===== config.mk =====
export PLATFORM = sky130hd
export DESIGN_NAME = hud_ctrl_flat
export DESIGN_NICKNAME = d
export VERILOG_FILES = /design/src/rtl/hud_if.sv /design/src/rtl/hud_ctrl.sv /design/src/flat_wrapper.sv
export SDC_FILE = /design/constraint.sdc
export NUM_CORES = 1
export LEC_CHECK = 0
export ABC_AREA = 1
export CORE_MARGIN = 5
export CORE_UTILIZATION = 35
export CTS_CLUSTER_SIZE = 16
export DETAILED_ROUTE_END_ITERATION = 10
export GPL_ROUTABILITY_DRIVEN = 0
export MAX_ROUTING_LAYER = met4
export PLACE_DENSITY = 0.55
export SYNTH_ARGS = -nofsm -noshare
export SYNTH_HDL_FRONTEND = slang
export SYNTH_SLANG_ARGS = --single-unit

===== constraint.sdc =====
create_clock -name clk -period 3.74 [get_ports clk]
set_input_delay 0.561 -clock clk [delete_from_list [all_inputs] [get_ports clk]]
set_output_delay 0.561 -clock clk [all_outputs]
set_load 0.1 [all_outputs]

===== src/rtl/hud_if.sv =====
// HUD game-state bus: collision/frame strobes toward the controller and the
// committed score/lives/status values back toward the HUD renderer.
interface hud_if;
  // Every strobe is a single-cycle pulse with no valid/ready handshake.
  // The controller samples each strobe on exactly one rising clk edge and cannot
  // stall the sender. Returned values are registered and stay stable between
  // commits.
  logic        frame_start;
  logic        game_start;
  logic        alien_hit;
  logic [7:0]  alien_pts;
  logic        ufo_hit;
  logic [7:0]  ufo_pts;
  logic        player_hit;
  logic [13:0] score;
  logic [1:0]  lives;
  logic        game_over;
  logic        lives_blink;
  logic        invuln;

  modport master (
    output frame_start, game_start, alien_hit, alien_pts, ufo_hit, ufo_pts, player_hit,
    input  score, lives, game_over, lives_blink, invuln
  );

  modport slave (
    input  frame_start, game_start, alien_hit, alien_pts, ufo_hit, ufo_pts, player_hit,
    output score, lives, game_over, lives_blink, invuln
  );
endinterface


===== src/rtl/hud_ctrl.sv =====
// Frame-synchronous score/lives controller for the HUD. Hits accumulate during the
// frame and commit on frame_start. Define HUD_EXTRA_LIFE_EN for the 1000-point bonus life.
module hud_ctrl #(
  parameter int START_LIVES   = 3,
  parameter int SCORE_MAX     = 9999,
  parameter int INVULN_FRAMES = 60,
  parameter int BLINK_FRAMES  = 8
) (
  input  logic       clk,
  input  logic       rst_n,
  hud_if.slave       bus,
  output logic [1:0] dbg_state
);

  typedef enum logic [1:0] {
    IDLE      = 2'd0,
    PLAY      = 2'd1,
    INVULN    = 2'd2,
    GAME_OVER = 2'd3
  } state_e;

  localparam logic [14:0] SCORE_MAX_W = 15'(SCORE_MAX);
  localparam logic [13:0] SCORE_CEIL  = 14'(SCORE_MAX);
  localparam logic [1:0]  LIVES_INIT  = 2'(START_LIVES);

  state_e      state_q, state_d;
  logic [13:0] score_q, score_d;
  logic [1:0]  lives_q, lives_d;
  logic [9:0]  pend_q, pend_d;
  logic        hit_pend_q, hit_pend_d;
  logic [15:0] inv_cnt_q, inv_cnt_d;
  logic [15:0] blink_cnt_q, blink_cnt_d;
  logic        blink_q, blink_d;
`ifdef HUD_EXTRA_LIFE_EN
  logic        bonus_done_q, bonus_done_d;
`endif

  // Datapath terms shared by the accumulate and commit paths.
  logic [9:0]  ev_pts;
  logic [10:0] pend_sum;
  logic [9:0]  pend_acc;
  logic [14:0] score_sum;
  logic [13:0] score_cmt;
  logic [1:0]  lives_dec;
  logic        active;

  always_comb begin
    ev_pts    = (bus.alien_hit ? {2'b00, bus.alien_pts} : 10'd0)
              + (bus.ufo_hit   ? {2'b00, bus.ufo_pts}   : 10'd0);
    pend_sum  = {1'b0, pend_q} + {1'b0, ev_pts};
    pend_acc  = pend_sum[10] ? 10'h3FF : pend_sum[9:0];
    score_sum = {1'b0, score_q} + {5'b00000, pend_q};
    score_cmt = (score_sum > SCORE_MAX_W) ? SCORE_CEIL : score_sum[13:0];
    lives_dec = (hit_pend_q && (lives_q != 2'd0)) ? lives_q - 2'd1 : lives_q;
    active    = (state_q == PLAY) || (state_q == INVULN);
  end

  always_comb begin
    state_d      = state_q;
    score_d      = score_q;
    lives_d      = lives_q;
    pend_d       = pend_q;
    hit_pend_d   = hit_pend_q;
    inv_cnt_d    = inv_cnt_q;
    blink_cnt_d  = blink_cnt_q;
    blink_d      = blink_q;
`ifdef HUD_EXTRA_LIFE_EN
    bonus_done_d = bonus_done_q;
`endif

    if (!active) begin
      if (bus.game_start) begin
        state_d      = PLAY;
        score_d      = 14'd0;
        lives_d      = LIVES_INIT;
        pend_d       = 10'd0;
        hit_pend_d   = 1'b0;
        inv_cnt_d    = 16'd0;
        blink_cnt_d  = 16'd0;
`ifdef HUD_EXTRA_LIFE_EN
        bonus_done_d = 1'b0;
`endif
      end
    end else if (bus.frame_start) begin
      // Commit: same-cycle hits seed the next frame rather than this one.
      score_d    = score_cmt;
      pend_d     = ev_pts;
      lives_d    = lives_dec;
      hit_pend_d = (state_q == PLAY) && bus.player_hit;

      if (hit_pend_q) begin
        if (lives_dec == 2'd0) begin
          state_d    = GAME_OVER;
          hit_pend_d = 1'b0;
        end else begin
          state_d     = INVULN;
          inv_cnt_d   = 16'd0;
          blink_cnt_d = 16'd0;
        end
      end else if (state_q == INVULN) begin
        if ((int'(inv_cnt_q) + 1) >= (INVULN_FRAMES - 1)) begin
          state_d     = PLAY;
          inv_cnt_d   = 16'd0;
          blink_cnt_d = 16'd0;
        end else begin
          inv_cnt_d = inv_cnt_q + 16'd1;
          if (int'(blink_cnt_q) >= (BLINK_FRAMES - 1)) begin
            blink_cnt_d = 16'd0;
            blink_d     = ~blink_q;
          end else begin
            blink_cnt_d = blink_cnt_q + 16'd1;
          end
        end
      end

`ifdef HUD_EXTRA_LIFE_EN
      // The flag is spent on the first crossing even when no life can be added.
      if (!bonus_done_q && (score_q < 14'd1000) && (score_cmt >= 14'd1000)) begin
        bonus_done_d = 1'b1;
        if ((lives_dec != 2'd0) && (lives_dec < 2'd3)) begin
          lives_d = lives_dec + 2'd1;
        end
      end
`endif
    end else begin
      pend_d = pend_acc;
      if ((state_q == PLAY) && bus.player_hit) begin
        hit_pend_d = 1'b1;
      end
    end

    if (state_d != INVULN) begin
      blink_d = 1'b0;
    end
  end

  always_ff @(posedge clk) begin
    if (!rst_n) begin
      state_q      <= IDLE;
      score_q      <= 14'd0;
      lives_q      <= LIVES_INIT;
      pend_q       <= 10'd0;
      hit_pend_q   <= 1'b0;
      inv_cnt_q    <= 16'd0;
      blink_cnt_q  <= 16'd0;
      blink_q      <= 1'b0;
`ifdef HUD_EXTRA_LIFE_EN
      bonus_done_q <= 1'b0;
`endif
    end else begin
      state_q      <= state_d;
      score_q      <= score_d;
      lives_q      <= lives_d;
      pend_q       <= pend_d;
      hit_pend_q   <= hit_pend_d;
      inv_cnt_q    <= inv_cnt_d;
      blink_cnt_q  <= blink_cnt_d;
      blink_q      <= blink_d;
`ifdef HUD_EXTRA_LIFE_EN
      bonus_done_q <= bonus_done_d;
`endif
    end
  end

  assign bus.score       = score_q;
  assign bus.lives       = lives_q;
  assign bus.game_over   = (state_q == GAME_OVER);
  assign bus.invuln      = (state_q == INVULN);
  assign bus.lives_blink = blink_q;
  assign dbg_state       = state_q;

endmodule


===== src/flat_wrapper.sv =====
// flat-port wrapper written by rule: the top's interface ports become plain ports
module hud_ctrl_flat 
#(
  parameter int START_LIVES   = 3,
  parameter int SCORE_MAX     = 9999,
  parameter int INVULN_FRAMES = 60,
  parameter int BLINK_FRAMES  = 8
)
  (clk, rst_n, dbg_state, bus_frame_start, bus_game_start, bus_alien_hit, bus_alien_pts, bus_ufo_hit, bus_ufo_pts, bus_player_hit, bus_score, bus_lives, bus_game_over, bus_lives_blink, bus_invuln);
  hud_if bus_i ();
  input  logic clk;
  input  logic rst_n;
  output logic [1:0] dbg_state;
  input wire logic [$bits(bus_i.frame_start)-1:0] bus_frame_start;
  input wire logic [$bits(bus_i.game_start)-1:0] bus_game_start;
  input wire logic [$bits(bus_i.alien_hit)-1:0] bus_alien_hit;
  input wire logic [$bits(bus_i.alien_pts)-1:0] bus_alien_pts;
  input wire logic [$bits(bus_i.ufo_hit)-1:0] bus_ufo_hit;
  input wire logic [$bits(bus_i.ufo_pts)-1:0] bus_ufo_pts;
  input wire logic [$bits(bus_i.player_hit)-1:0] bus_player_hit;
  output wire logic [$bits(bus_i.score)-1:0] bus_score;
  output wire logic [$bits(bus_i.lives)-1:0] bus_lives;
  output wire logic [$bits(bus_i.game_over)-1:0] bus_game_over;
  output wire logic [$bits(bus_i.lives_blink)-1:0] bus_lives_blink;
  output wire logic [$bits(bus_i.invuln)-1:0] bus_invuln;
  assign bus_i.frame_start = bus_frame_start;
  assign bus_i.game_start = bus_game_start;
  assign bus_i.alien_hit = bus_alien_hit;
  assign bus_i.alien_pts = bus_alien_pts;
  assign bus_i.ufo_hit = bus_ufo_hit;
  assign bus_i.ufo_pts = bus_ufo_pts;
  assign bus_i.player_hit = bus_player_hit;
  assign bus_score = bus_i.score;
  assign bus_lives = bus_i.lives;
  assign bus_game_over = bus_i.game_over;
  assign bus_lives_blink = bus_i.lives_blink;
  assign bus_invuln = bus_i.invuln;
  hud_ctrl #(.START_LIVES(START_LIVES), .SCORE_MAX(SCORE_MAX), .INVULN_FRAMES(INVULN_FRAMES), .BLINK_FRAMES(BLINK_FRAMES)) u_core (.clk(clk), .rst_n(rst_n), .bus(bus_i), .dbg_state(dbg_state));
endmodule

=== Yosys cells after proc, flatten, opt, wreduce, memory -nomap -nowiden ===
Index checks and enable logic that the tools add are counted.

* Add/sub/neg operators: 7
* Magnitude comparators: 3
* Equal/unequal tests: 8
* Multiplexer cells: 40
* Bitwise gates (word level): 4
* Reductions and logical operators: 11

{| class="wikitable"
|+ Operator list
! kind !! number
|-
| 2-to-1 mux 16 bit || 13
|-
| 2-to-1 mux 14 bit || 4
|-
| 2-to-1 mux 10 bit || 4
|-
| adder 16 x 1 -> 16 bit (second input constant) || 2
|-
| >= comparator 32 x 7 -> 1 bit (second input constant) || 1
|-
| 2-to-1 mux 2 bit || 10
|-
| adder 16 x 1 -> 17 bit (second input constant) || 1
|-
| >= comparator 16 x 3 -> 1 bit (second input constant) || 1
|-
| 2-to-1 mux 8 bit || 2
|-
| adder 14 x 10 -> 15 bit || 1
|-
| > comparator 15 x 14 -> 1 bit (second input constant) || 1
|-
| adder 10 x 10 -> 11 bit || 1
|-
| adder 10 bit || 1
|-
| 2-to-1 mux 1 bit || 7
|-
| != test 3 bit (second input constant) || 2
|-
| AND reduction 6 bit || 1
|-
| == test 2 bit (second input constant) || 2
|-
| != test 2 bit (second input constant) || 2
|-
| NOT 1 bit || 4
|-
| AND reduction 2 bit || 2
|-
| AND reduction 4 bit || 1
|-
| nonzero test 2 bit || 2
|-
| != test 3 x 2 -> 1 bit (second input constant) || 1
|-
| == test 2 x 1 -> 1 bit (second input constant) || 1
|-
| other kinds (5) || 6
|}

* Register bits: 62
* Bits of input ports: 23
* Output and inout port bits: 21
* Word-level logic and storage cells: 81

=== Depth between registers and ports, before layout ===
Gate-level depths: netlist of run 1.

* Depth in word-level cells: 10
* Mapped depth: 21
* Depth with buffers taken out: 20

=== Worst setup path after synthesis of run 1 ===
No wires, ideal clock.

* Path kind: input-to-reg
* Start point: in bus_alien_hit
* End point: reg u_core.pend_q[7]
* Setup time: 140 ps
* Arrival time: 3203 ps
* Data required time: 3600 ps
* Slack: 397 ps
* Cell stages on the path: 21
* Path buffers: 1
* Cell sequence: clkbuf_1 > nand2_1 > inv_1 > ha_1 > nand3_1 > nand2_1 > a21oi_1 > o21ai_0 > xor2_1 > inv_1 > ha_1 > a21oi_1 > o21ai_0 > a21oi_1 > o21ai_0 > a21oi_1 > inv_1 > nand2_1 > inv_1 > o21ai_0 > a21oi_1

* Word-level cells in the longest chain between the ends: 6

{| class="wikitable"
|+ RTL lines
! item !! RTL line !! source
|-
| from (decl) || flat_wrapper.sv:16 || <nowiki>input wire logic [$bits(bus_i.alien_hit)-1:0] bus_alien_hit;</nowiki>
|-
| 2-to-1 mux 8 bit * || hud_ctrl.sv:48 || <nowiki>ev_pts = (bus.alien_hit ? {2'b00, bus.alien_pts} : 10'd0)</nowiki>
|-
| adder 10 bit * || hud_ctrl.sv:49 || <nowiki>+ (bus.ufo_hit ? {2'b00, bus.ufo_pts} : 10'd0);</nowiki>
|-
| adder 10 x 10 -> 11 bit || hud_ctrl.sv:50 || <nowiki>pend_sum = {1'b0, pend_q} + {1'b0, ev_pts};</nowiki>
|-
| 2-to-1 mux 10 bit || hud_ctrl.sv:51 || <nowiki>pend_acc = pend_sum[10] ? 10'h3FF : pend_sum[9:0];</nowiki>
|-
| 2-to-1 mux 10 bit * || hud_ctrl.sv:84 || <nowiki>end else if (bus.frame_start) begin</nowiki>
|-
| 2-to-1 mux 10 bit * || hud_ctrl.sv:71 || <nowiki>if (!active) begin</nowiki>
|-
| to (signal assigned) || hud_ctrl.sv:154 || <nowiki>pend_q <= pend_d;</nowiki>
|-
| to (decl) || hud_ctrl.sv:29 || <nowiki>logic [9:0] pend_q, pend_d;</nowiki>
|}

Mark *: on every way between the ends. The rest lies on a longest branch, timed or not.
A chain may end at the register's enable or synchronous reset.

=== Worst setup path after layout of run 1 ===
* Start point: in bus_alien_pts[0]
* End point: reg u_core.pend_q[9]

* Word-level cells in the longest chain between the ends: 6

{| class="wikitable"
|+ RTL lines
! item !! RTL line !! source
|-
| from (decl) || flat_wrapper.sv:17 || <nowiki>input wire logic [$bits(bus_i.alien_pts)-1:0] bus_alien_pts;</nowiki>
|-
| 2-to-1 mux 8 bit * || hud_ctrl.sv:48 ||
|-
| adder 10 bit * || hud_ctrl.sv:49 ||
|-
| adder 10 x 10 -> 11 bit || hud_ctrl.sv:50 ||
|-
| 2-to-1 mux 10 bit || hud_ctrl.sv:51 ||
|-
| 2-to-1 mux 10 bit * || hud_ctrl.sv:84 ||
|-
| 2-to-1 mux 10 bit * || hud_ctrl.sv:71 ||
|}

Marked as above.

==> reports/metrics.yaml, run 1 <==
sta:
  clock_skew_ns: 0.007707
  post-route-period-util: 0.8950
  maxSlewHeadroom: 0.3356
  fin_hold_ws_ns: 0.4370
  setup_slack_ns: 0.3927
  slew_viol_final: 0
  hold_viol_final: 0
  worstMarginPinSlew_ns: 0.9935
  setup_violations: 0
  max_freq_mhz: 298.7
  rsz0062_at_grt: "no"
  period_minus_slack_ns: 3.347
cts:
  clkLatencyLatePin_ns: 0.33
  root_buffer: "clkbuf_16"
  clockBufferDepth: 2
  cts_setup_buffers: 0
  holdBufCountCts: 0
  cts-buffers-inserted: 9
  clk_pin_slew_ns: 0.06
  cts_sinks: 62
  cts_tree: "built"
  cts_max_level: 3
floorplanning:
  die-width_um: 124.5
  dieArea_um2: 15500
  coreArea_um2: 12720
  ios: 44
  initial_core_util: 0.3607
  chipHeight_um: 124.5
  num_rows: 41
logic_synthesis:
  synthFlopType: "dfxtp_1"
  yosysWarnings: 0
  synth_common_cells: "nand2_1 (207), inv_1 (95), dfxtp_1 (62), nor2_1 (62), a21oi_1 (50)"
  async_flop_share: 0
  netlist_instances: 711
  synth_area_per_cell_um2: 6.455
  synth.area.top_cells: "dfxtp_1 (27%), nand2_1 (17%), ha_1 (9.3%)"
  synth-edff-count: 0
  syn_area_um2: 4589
  synth_top_area_frac: 0.2704
  synth.most_common_cell: "nand2_1"
  ys_seq_area_frac: 0.2704
  yosysTopAreaCell: "dfxtp_1"
  syn-num-nets: 771
  yosysUniqueCellTypes: 42
  ys_ff_latch: 62
global_routing:
  grtUsageTotal: 0.1521
  grt_pass1_vias: 4359
  antenna_found_initial: 0
  grt_pass1_wl_um: 19530
  overflow: 0
  grt_max_degree: 43
setup_path:
  timing.rr.start: "u_core.bus.score[0]"
  regToRegSetupSlack_ns: 0.98
  reg2reg_depth: 16
  end_kind: "flip-flop"
  arrival_ns: 3.53
  path_class: "primary input to flip-flop"
  path_max_fanout: 4
  rr_endpoint: "u_core.bus.score[8]"
  critPathLaunch: "bus_alien_pts[0]"
  cp.required_ns: 3.93
  startpoint_type: "primary input"
power_and_ir_drop:
  power.density_nw_per_um2: 348.2
  power_mw: 1.981
  peakVddDrop_uv: 169.6
  p_leak_nw: 2.692
min_path:
  hold_depth: 2
  hold_end: "u_core.blink_cnt_q[7]"
  hold_class: "flip-flop to flip-flop"
  hp-start: "u_core.blink_cnt_q[7]"
routing:
  ant_nets: 0
  drc: 0
  totalWireLength_um: 11070
  wl_per_cell_um: 11.59
  vias: 4534
  vias_per_cell: 4.748
  drtPass1Iterations: 4
  dr.first_iter.drc_count: 270
finish:
  nets: 838
  antennaDiodeCount: 0
  fillers: 1369
  area_delta_synth_final_pct: 23.96
  drive_gt1_frac: 0.1175
  final_cells: 955
placement:
  dp_hpwl_um: 8790
  port-buffer-count: 43
  post-place-ws_ns: -0.2666
  dpl.cell_count: 939
run_status:
  status: "finished, final reports clean"
run:
  max_cap_violations: 0
==> layout by cell type (no fill, tap or decap), types with 3 or more instances in the layout <==
cell type,synthesis,layout
fa_1,3,3
xnor2_1,6,6
nor2_2,7,7
ha_1,34,34
buf_4,1,29
clkinv_2,1,3
dfxtp_1,62,62
nand2_2,9,10
a21oi_2,7,9
o211ai_1,5,5
o21a_1,3,3
o21ai_0,24,20
o22ai_1,3,3
o21ai_1,0,4
nand3_1,41,41
clkbuf_16,0,9
nor3_1,18,18
a31oi_1,3,3
nand4_1,12,12
a21oi_1,50,48
clkdlybuf4s50_1,0,41
nand2_1,207,206
nor2_1,62,62
inv_2,5,6
nor2_4,5,5
inv_1,95,94
xor2_1,14,14
==> layer usage <==
layer / global-route usage / share of wire
met1: 0.1994 / 0.50
met3: 0.02830 / 0.045
met2: 0.2385 / 0.44
met5: - / 0
met4: 0.04642 / 0.013
==> power breakdown <==
| part | internal, mW | switching [mW] |
|---|---|---|
| registers | 0.678 | 0.0212 |
| clock network | 0.517 | 0.314 |
| logic | 0.183 | 0.267 |
==> stage by stage <==
step                setup TNS (ns)  utilization  area (µm²)
floorplan                        0            -        4589
global placement           -0.9702       0.4226        5376
detailed placement          -1.942       0.4226        5376
CTS                              0       0.4460        5674
global route                     0       0.4472        5689
finish                           0       0.4472        5689
==> kinds of logic (layout without fill, tap and decap cells) <==
logic type,after synthesis,after routing,share of synthesized area
XOR/XNOR,20,20,0.03817
AND/OR/NAND/NOR,373,373,0.3610
buffers and inverters,120,192,0.1025
adder cells (fa/ha/maj),37,37,0.1058
flip-flops,62,62,0.2704
AO/OA/AOI/OAI,99,99,0.1221
==> worst max-delay path, cell delays in order <==
cell and delay, ns:
clkdlybuf4s50_1 0.39, nand2_1 0.06, inv_1 0.04, ha_1 0.21, fa_1 0.39, nand3_1 0.10
nand2_1 0.06, nand2_1 0.07, nand2_1 0.05, a21oi_1 0.19, xor2_1 0.16, inv_1 0.07
ha_1 0.32, a21oi_1 0.20, a21boi_0 0.13, o21ai_0 0.25, nand2_1 0.08, o211ai_1 0.09
a21oi_1 0.08
==> sequential cells by signal (all words and copies together) (netlist names) <==
register / count
u_core.blink_cnt_q: 16
u_core.inv_cnt_q: 16
u_core.bus.score: 14
u_core.pend_q: 10
u_core.bus.lives: 2
u_core.dbg_state: 2
u_core.bus.lives_blink: 1
u_core.hit_pend_q: 1
==> worst max path at each step <==
stage | slack [ns] | end | cells after the start
final | 0.39 | u_core.pend_q[9] | 19
after global routing | 0.01 | u_core.pend_q[1] | 21
after global placement | -0.15 | u_core.pend_q[1] | 21
after floorplan | 0.40 | u_core.pend_q[7] | 21
after CTS | 0.07 | u_core.pend_q[8] | 21
after detailed placement | -0.27 | u_core.pend_q[8] | 21
==> final cells by class <==
cell class,instances,area (µm²),share of cell area
Tap cell,172,215.2,0.03783
Clock inverter,7,72.57,0.01276
Inverter,104,394.1,0.06928
Multi-Input combinational cell,529,2888,0.5076
Clock buffer,9,225.2,0.03959
Sequential cell,62,1241,0.2182
Timing Repair Buffer,72,653.1,0.1148
==> timing repair <==
item                       4_1_cts  5_1_grt
resized for setup                0       10
setup endpoints to repair        0       10
hold endpoints to repair         0        0
(Power assumes the default switching activity.)
==> run 2: changes to the inputs <==
clock period = 4.3 ns   (was 3.74 ns; I/O delays follow)
==> reports/metrics.yaml, run 2 (synthesis gave the netlist of run 1 again) <==
run_status:
  status: "finished, final reports clean"
global_routing:
  grtUsageTotal: 0.1497  # -0.002382
  grt_pass1_wl_um: 19080  # -2.3%
  overflow: 0  # unchanged
  grt_pass1_vias: 4180  # -4.1%
  grt_max_degree: 50  # +16%
  antenna_found_initial: 0  # unchanged
sta:
  totalNegativeSetupSlack_ns: 0  # unchanged
  fin_hold_ws_ns: 0.4348  # -0.002192 ns
  period_minus_slack_ns: 3.867
  setup_slack_ns: 0.4325  # +0.03987 ns
  worstMarginPinSlew_ns: 1.015  # +0.02117 ns
  hold_viol_final: 0  # unchanged
  setup_violations: 0  # unchanged
  slew_viol_final: 0  # unchanged
  maxSlewHeadroom: 0.3214  # -0.01416
  post-route-period-util: 0.8994
  max_freq_mhz: 258.6
  clock_skew_ns: 0.006990  # -0.0007173 ns
  rsz0062_at_grt: "no"
power_and_ir_drop:
  p_leak_nw: 2.556  # -5.0%
  power.density_nw_per_um2: 314.1  # -9.8%
  power_mw: 1.726  # -13%
  peakVddDrop_uv: 192.4  # +13%
min_path:
  hold_class: "flip-flop to flip-flop"
setup_path:
  regToRegSetupSlack_ns: 1.47  # +0.49 ns
  slowest_stage: "clkdlybuf4s50_1"
  critPathLaunch: "bus_alien_hit"
  end_kind: "flip-flop"
  reg2reg_depth: 15  # -1
  cp.required_ns: 4.48  # +0.55 ns
  path_max_fanout: 8  # +4
  startpoint_type: "primary input"
  arrival_ns: 4.05  # +0.52 ns
  worstSetupEndpoint: "u_core.pend_q[7]"
  crit_path_frequent_cell: "a21oi_1"
  timing.rr.start: "u_core.bus.score[0]"
  crit_chain: "clkdlybuf4s50_1, nand2_1, inv_1, ha_1, nand3_1, nand2_1, a21oi_1, o21ai_0, xor2_1, inv_1, ha_1, a21oi_1, o21ai_0, a21oi_1, o21ai_0, a21oi_1, inv_1, nand2_1, inv_1, o21ai_0, a21oi_1"
  path_class: "primary input to flip-flop"
  cpPeakStageDelay_ns: 0.54  # +0.15 ns
  rr_endpoint: "u_core.bus.score[2]"
placement:
  port-buffer-count: 43  # unchanged
  dpl.cell_count: 913  # -2.8%
  post-place-ws_ns: 0.09078  # +0.3574 ns
  dp_hpwl_um: 8605  # -2.1%
  placed_cell_area_um2: 5181  # -3.6%
floorplanning:
  dieArea_um2: 15500  # unchanged
  num_rows: 41  # unchanged
  chipHeight_um: 124.5  # unchanged
  ios: 44  # unchanged
  die-width_um: 124.5  # unchanged
  coreArea_um2: 12720  # unchanged
  initial_core_util: 0.3607  # unchanged
finish:
  final_cells: 929  # -2.7%
  final_cell_mix: "nand2_1 (207), inv_1 (95), nor2_1 (62), dfxtp_1 (62), a21oi_1 (50)"
  postLayoutCellArea_um2: 5497  # -3.4%
  area_delta_synth_final_pct: 19.77
  fin_util: 0.4320  # -0.01515
  nets: 812  # -3.1%
  layout_commonest_cell: "nand2_1"
  antennaDiodeCount: 0  # unchanged
  drive_gt1_frac: 0.08058  # -0.03692
cts:
  holdBufCountCts: 0  # unchanged
  clkLatencyLatePin_ns: 0.33  # about the same
  root_buffer: "clkbuf_16"
  cts_setup_buffers: 0  # unchanged
  cts_max_level: 3  # unchanged
  cts-buffers-inserted: 9  # unchanged
  cts_sinks: 62  # unchanged
  cts_tree: "built"
  cts_resized: 0  # unchanged
  clk_pin_slew_ns: 0.05  # about the same
  clockBufferDepth: 2  # unchanged
run:
  max_cap_violations: 0  # unchanged
routing:
  vias: 4433  # -2.2%
  totalWireLength_um: 11130  # +0.54%
  dr.first_iter.drc_count: 229  # -15%
  drtPass1Iterations: 4  # unchanged
  vias_per_cell: 4.772  # +0.51%
  drc: 0  # unchanged
  ant_nets: 0  # unchanged
  wl_per_cell_um: 11.98  # +3.4%
==> run 2: layer usage <==
| metal | global-route usage | wire, µm |
|---|---|---|
| met1 | 0.2010 | 5806 |
| met2 | 0.2268 | 4743 |
| met3 | 0.03259 | 422 |
| met4 | 0.04320 | 159 |
| met5 | - | 0 |
==> run 2: critical path: cells and delay by family <==
family,cells,cell delay [ns]
and+or+nand+nor,4,0.44
xor gates and xnor gates,1,0.16
buffers and inverters,5,0.83
AOI/OAI and AO/OA,9,1.31
adders and majority gates,2,0.68
==> run 2: how the worst min path moves through the flow <==
stage	start	end	slack [ns]	depth (start not counted)
6_report	u_core.blink_cnt_q[12]	u_core.blink_cnt_q[12]	0.43	2
5_1_grt	u_core.blink_cnt_q[10]	u_core.blink_cnt_q[10]	0.45	2
3_3_place_gp	u_core.blink_cnt_q[15]	u_core.blink_cnt_q[15]	0.43	2
4_1_cts	u_core.blink_cnt_q[12]	u_core.blink_cnt_q[12]	0.44	2
3_5_place_dp	u_core.blink_cnt_q[12]	u_core.blink_cnt_q[12]	0.43	2
2_1_floorplan	u_core.blink_cnt_q[7]	u_core.blink_cnt_q[7]	0.42	2
==> run 2: final cells by class <==
class	count	area (µm²)
Inverter	104	394.1
Fill cell	1369	7226
Sequential cell	62	1241
Clock inverter	6	86.33
Multi-Input combinational cell	529	2878
Timing Repair Buffer	46	452.9
Tap cell	172	215.2
Clock buffer	10	229.0
==> run 2: report_power, final <==
group / total (mW) / leakage [nW] / internal (mW) / switching [mW]
Clock: 0.771 / 0.152 / 0.506 / 0.265
Sequential: 0.608 / 0.501 / 0.590 / 0.0182
Combinational: 0.347 / 1.90 / 0.122 / 0.224
Total: 1.73 / 2.56 / 1.22 / 0.508
==> run 3: changes to the inputs <==
clock period = 4.35 ns   (was 4.3 ns; I/O delays follow)
==> reports/metrics.yaml, run 3 (synthesis gave the netlist of run 1 again) <==
power_and_ir_drop:
  power.density_nw_per_um2: 306.1  # -2.5%
  p_leak_nw: 2.555  # about the same
  peakVddDrop_uv: 158.5  # -18%
finish:
  drive_gt1_frac: 0.08190  # +0.001321
  nets: 812  # unchanged
  layout_commonest_cell: "nand2_1"
  final_cell_mix: "nand2_1 (207), inv_1 (95), nor2_1 (62), dfxtp_1 (62), a21oi_1 (50)"
  regArea_um2: 1241  # unchanged
  fillers: 1413  # +3.2%
  multi_input_area_um2: 2878  # unchanged
  antennaDiodeCount: 0  # unchanged
  area_delta_synth_final_pct: 19.68  # about the same
min_path:
  hold_class: "flip-flop to flip-flop"
routing:
  vias: 4438  # +0.11%
  drc: 0  # unchanged
  dr.first_iter.drc_count: 246  # +7.4%
  wl_per_cell_um: 12.01  # +0.22%
  vias_per_cell: 4.777  # +0.11%
  totalWireLength_um: 11160  # +0.22%
  ant_nets: 0  # unchanged
  drtPass1Iterations: 4  # unchanged
floorplanning:
  chipHeight_um: 124.5  # unchanged
  die-width_um: 124.5  # unchanged
  coreArea_um2: 12720  # unchanged
  ios: 44  # unchanged
  initial_core_util: 0.3607  # unchanged
  dieArea_um2: 15500  # unchanged
  num_rows: 41  # unchanged
setup_path:
  arrival_ns: 4.08  # +0.03 ns
  startpoint_type: "primary input"
  end_kind: "flip-flop"
  cp.required_ns: 4.54  # +0.06 ns
  regToRegSetupSlack_ns: 1.60  # +0.13 ns
  path_max_fanout: 8  # unchanged
  path_class: "primary input to flip-flop"
global_routing:
  grt_max_degree: 38  # -24%
  grtUsageTotal: 0.1517  # +0.001949
  grt_pass1_vias: 4215  # +0.84%
  grt_pass1_wl_um: 19460  # +2.0%
  overflow: 0  # unchanged
  antenna_found_initial: 0  # unchanged
sta:
  hold_viol_final: 0  # unchanged
  rsz0062_at_grt: "no"
  maxSlewHeadroom: 0.3197  # -0.001755
  slew_viol_final: 0  # unchanged
  setup_violations: 0  # unchanged
  period_minus_slack_ns: 3.888
  worstMarginPinSlew_ns: 1.017  # +0.002625 ns
  totalNegativeSetupSlack_ns: 0  # unchanged
  max_freq_mhz: 257.2
  post-route-period-util: 0.8937
  clock_skew_ns: 0.005753  # -0.001237 ns
  setup_slack_ns: 0.4623  # +0.02979 ns
cts:
  cts_sinks: 62  # unchanged
  holdBufCountCts: 0  # unchanged
  cts_max_level: 3  # unchanged
  cts-buffers-inserted: 9  # unchanged
  clockBufferDepth: 2  # unchanged
  cts_setup_buffers: 0  # unchanged
  cts_tree: "built"
  clk_pin_slew_ns: 0.05  # about the same
  root_buffer: "clkbuf_16"
  clkLatencyLatePin_ns: 0.33  # about the same
placement:
  post-place-ws_ns: 0.1040  # +0.01321 ns
  port-buffer-count: 43  # unchanged
  dp_hpwl_um: 8665  # +0.70%
run_status:
  status: "finished, final reports clean"
run:
  max_cap_violations: 0  # unchanged
-- run 3: layout make-up --
type,instances,share of cell area
Sequential cell,62,0.2260
Clock inverter,6,0.01276
Timing Repair Buffer,46,0.08292
Multi-Input combinational cell,529,0.5239
Tap cell,172,0.03918
Inverter,104,0.07175
Clock buffer,10,0.04351
-- run 3: worst max-delay path, cell delays in order --
cell,delay [ns]
clkdlybuf4s50_1,0.53
nand2_1,0.11
inv_1,0.04
ha_1,0.34
a21oi_1,0.15
nand2_1,0.11
a21oi_1,0.14
o21ai_0,0.10
xor2_1,0.13
inv_1,0.06
ha_1,0.33
a21oi_1,0.16
o21ai_0,0.09
a21oi_1,0.19
o21ai_0,0.16
a21oi_1,0.19
inv_1,0.06
nand2_1,0.13
inv_1,0.12
o21ai_0,0.17
a21oi_1,0.09
-- run 3: timing repair --
action / 4_1_cts / 5_1_grt
hold endpoints to repair: 0 / 0
setup endpoints to repair: 0 / 2
gates resized for setup: 0 / 1
-- run 3: power breakdown --
group	internal, mW	switching (mW)	total (mW)	leakage (nW)
registers	0.583	0.0177	0.601	0.501
logic	0.120	0.220	0.340	1.91
clock network	0.462	0.279	0.740	0.141
total	1.17	0.516	1.68	2.55
-- run 3: per-layer routing --
metal	wire [µm]	global-route usage	up-vias
met5	0	-	-
met4	219	0.04965	0
met3	476	0.03388	20
met1	5770	0.2018	1972
li1	-	-	2358
met2	4689	0.2284	88
-- run 3: stage by stage --
step | instance area, µm² | util | instances | power [mW] | hold slack [ns]
after CTS | 5490 | 0.4316 | 929 | 1.699 | 0.4387
after global placement | 5181 | 0.4073 | 913 | 0.9518 | 0.4263
after detailed placement | 5181 | 0.4073 | 913 | 0.9539 | 0.4297
after global routing | 5493 | 0.4317 | 929 | 1.772 | 0.4598
after floorplan | 4589 | - | 711 | 0.8655 | 0.4167
final | 5493 | 0.4317 | 929 | 1.681 | 0.4380
-- run 3: final timing paths --
kind	startpoint	end	cells past startpoint
worst max-delay path	bus_alien_hit	u_core.pend_q[7]	21
worst min-delay path	u_core.blink_cnt_q[5]	u_core.blink_cnt_q[5]	2
worst max register to register	u_core.bus.score[0]	u_core.bus.score[0]	15
worst min register to register	u_core.blink_cnt_q[5]	u_core.blink_cnt_q[5]	2
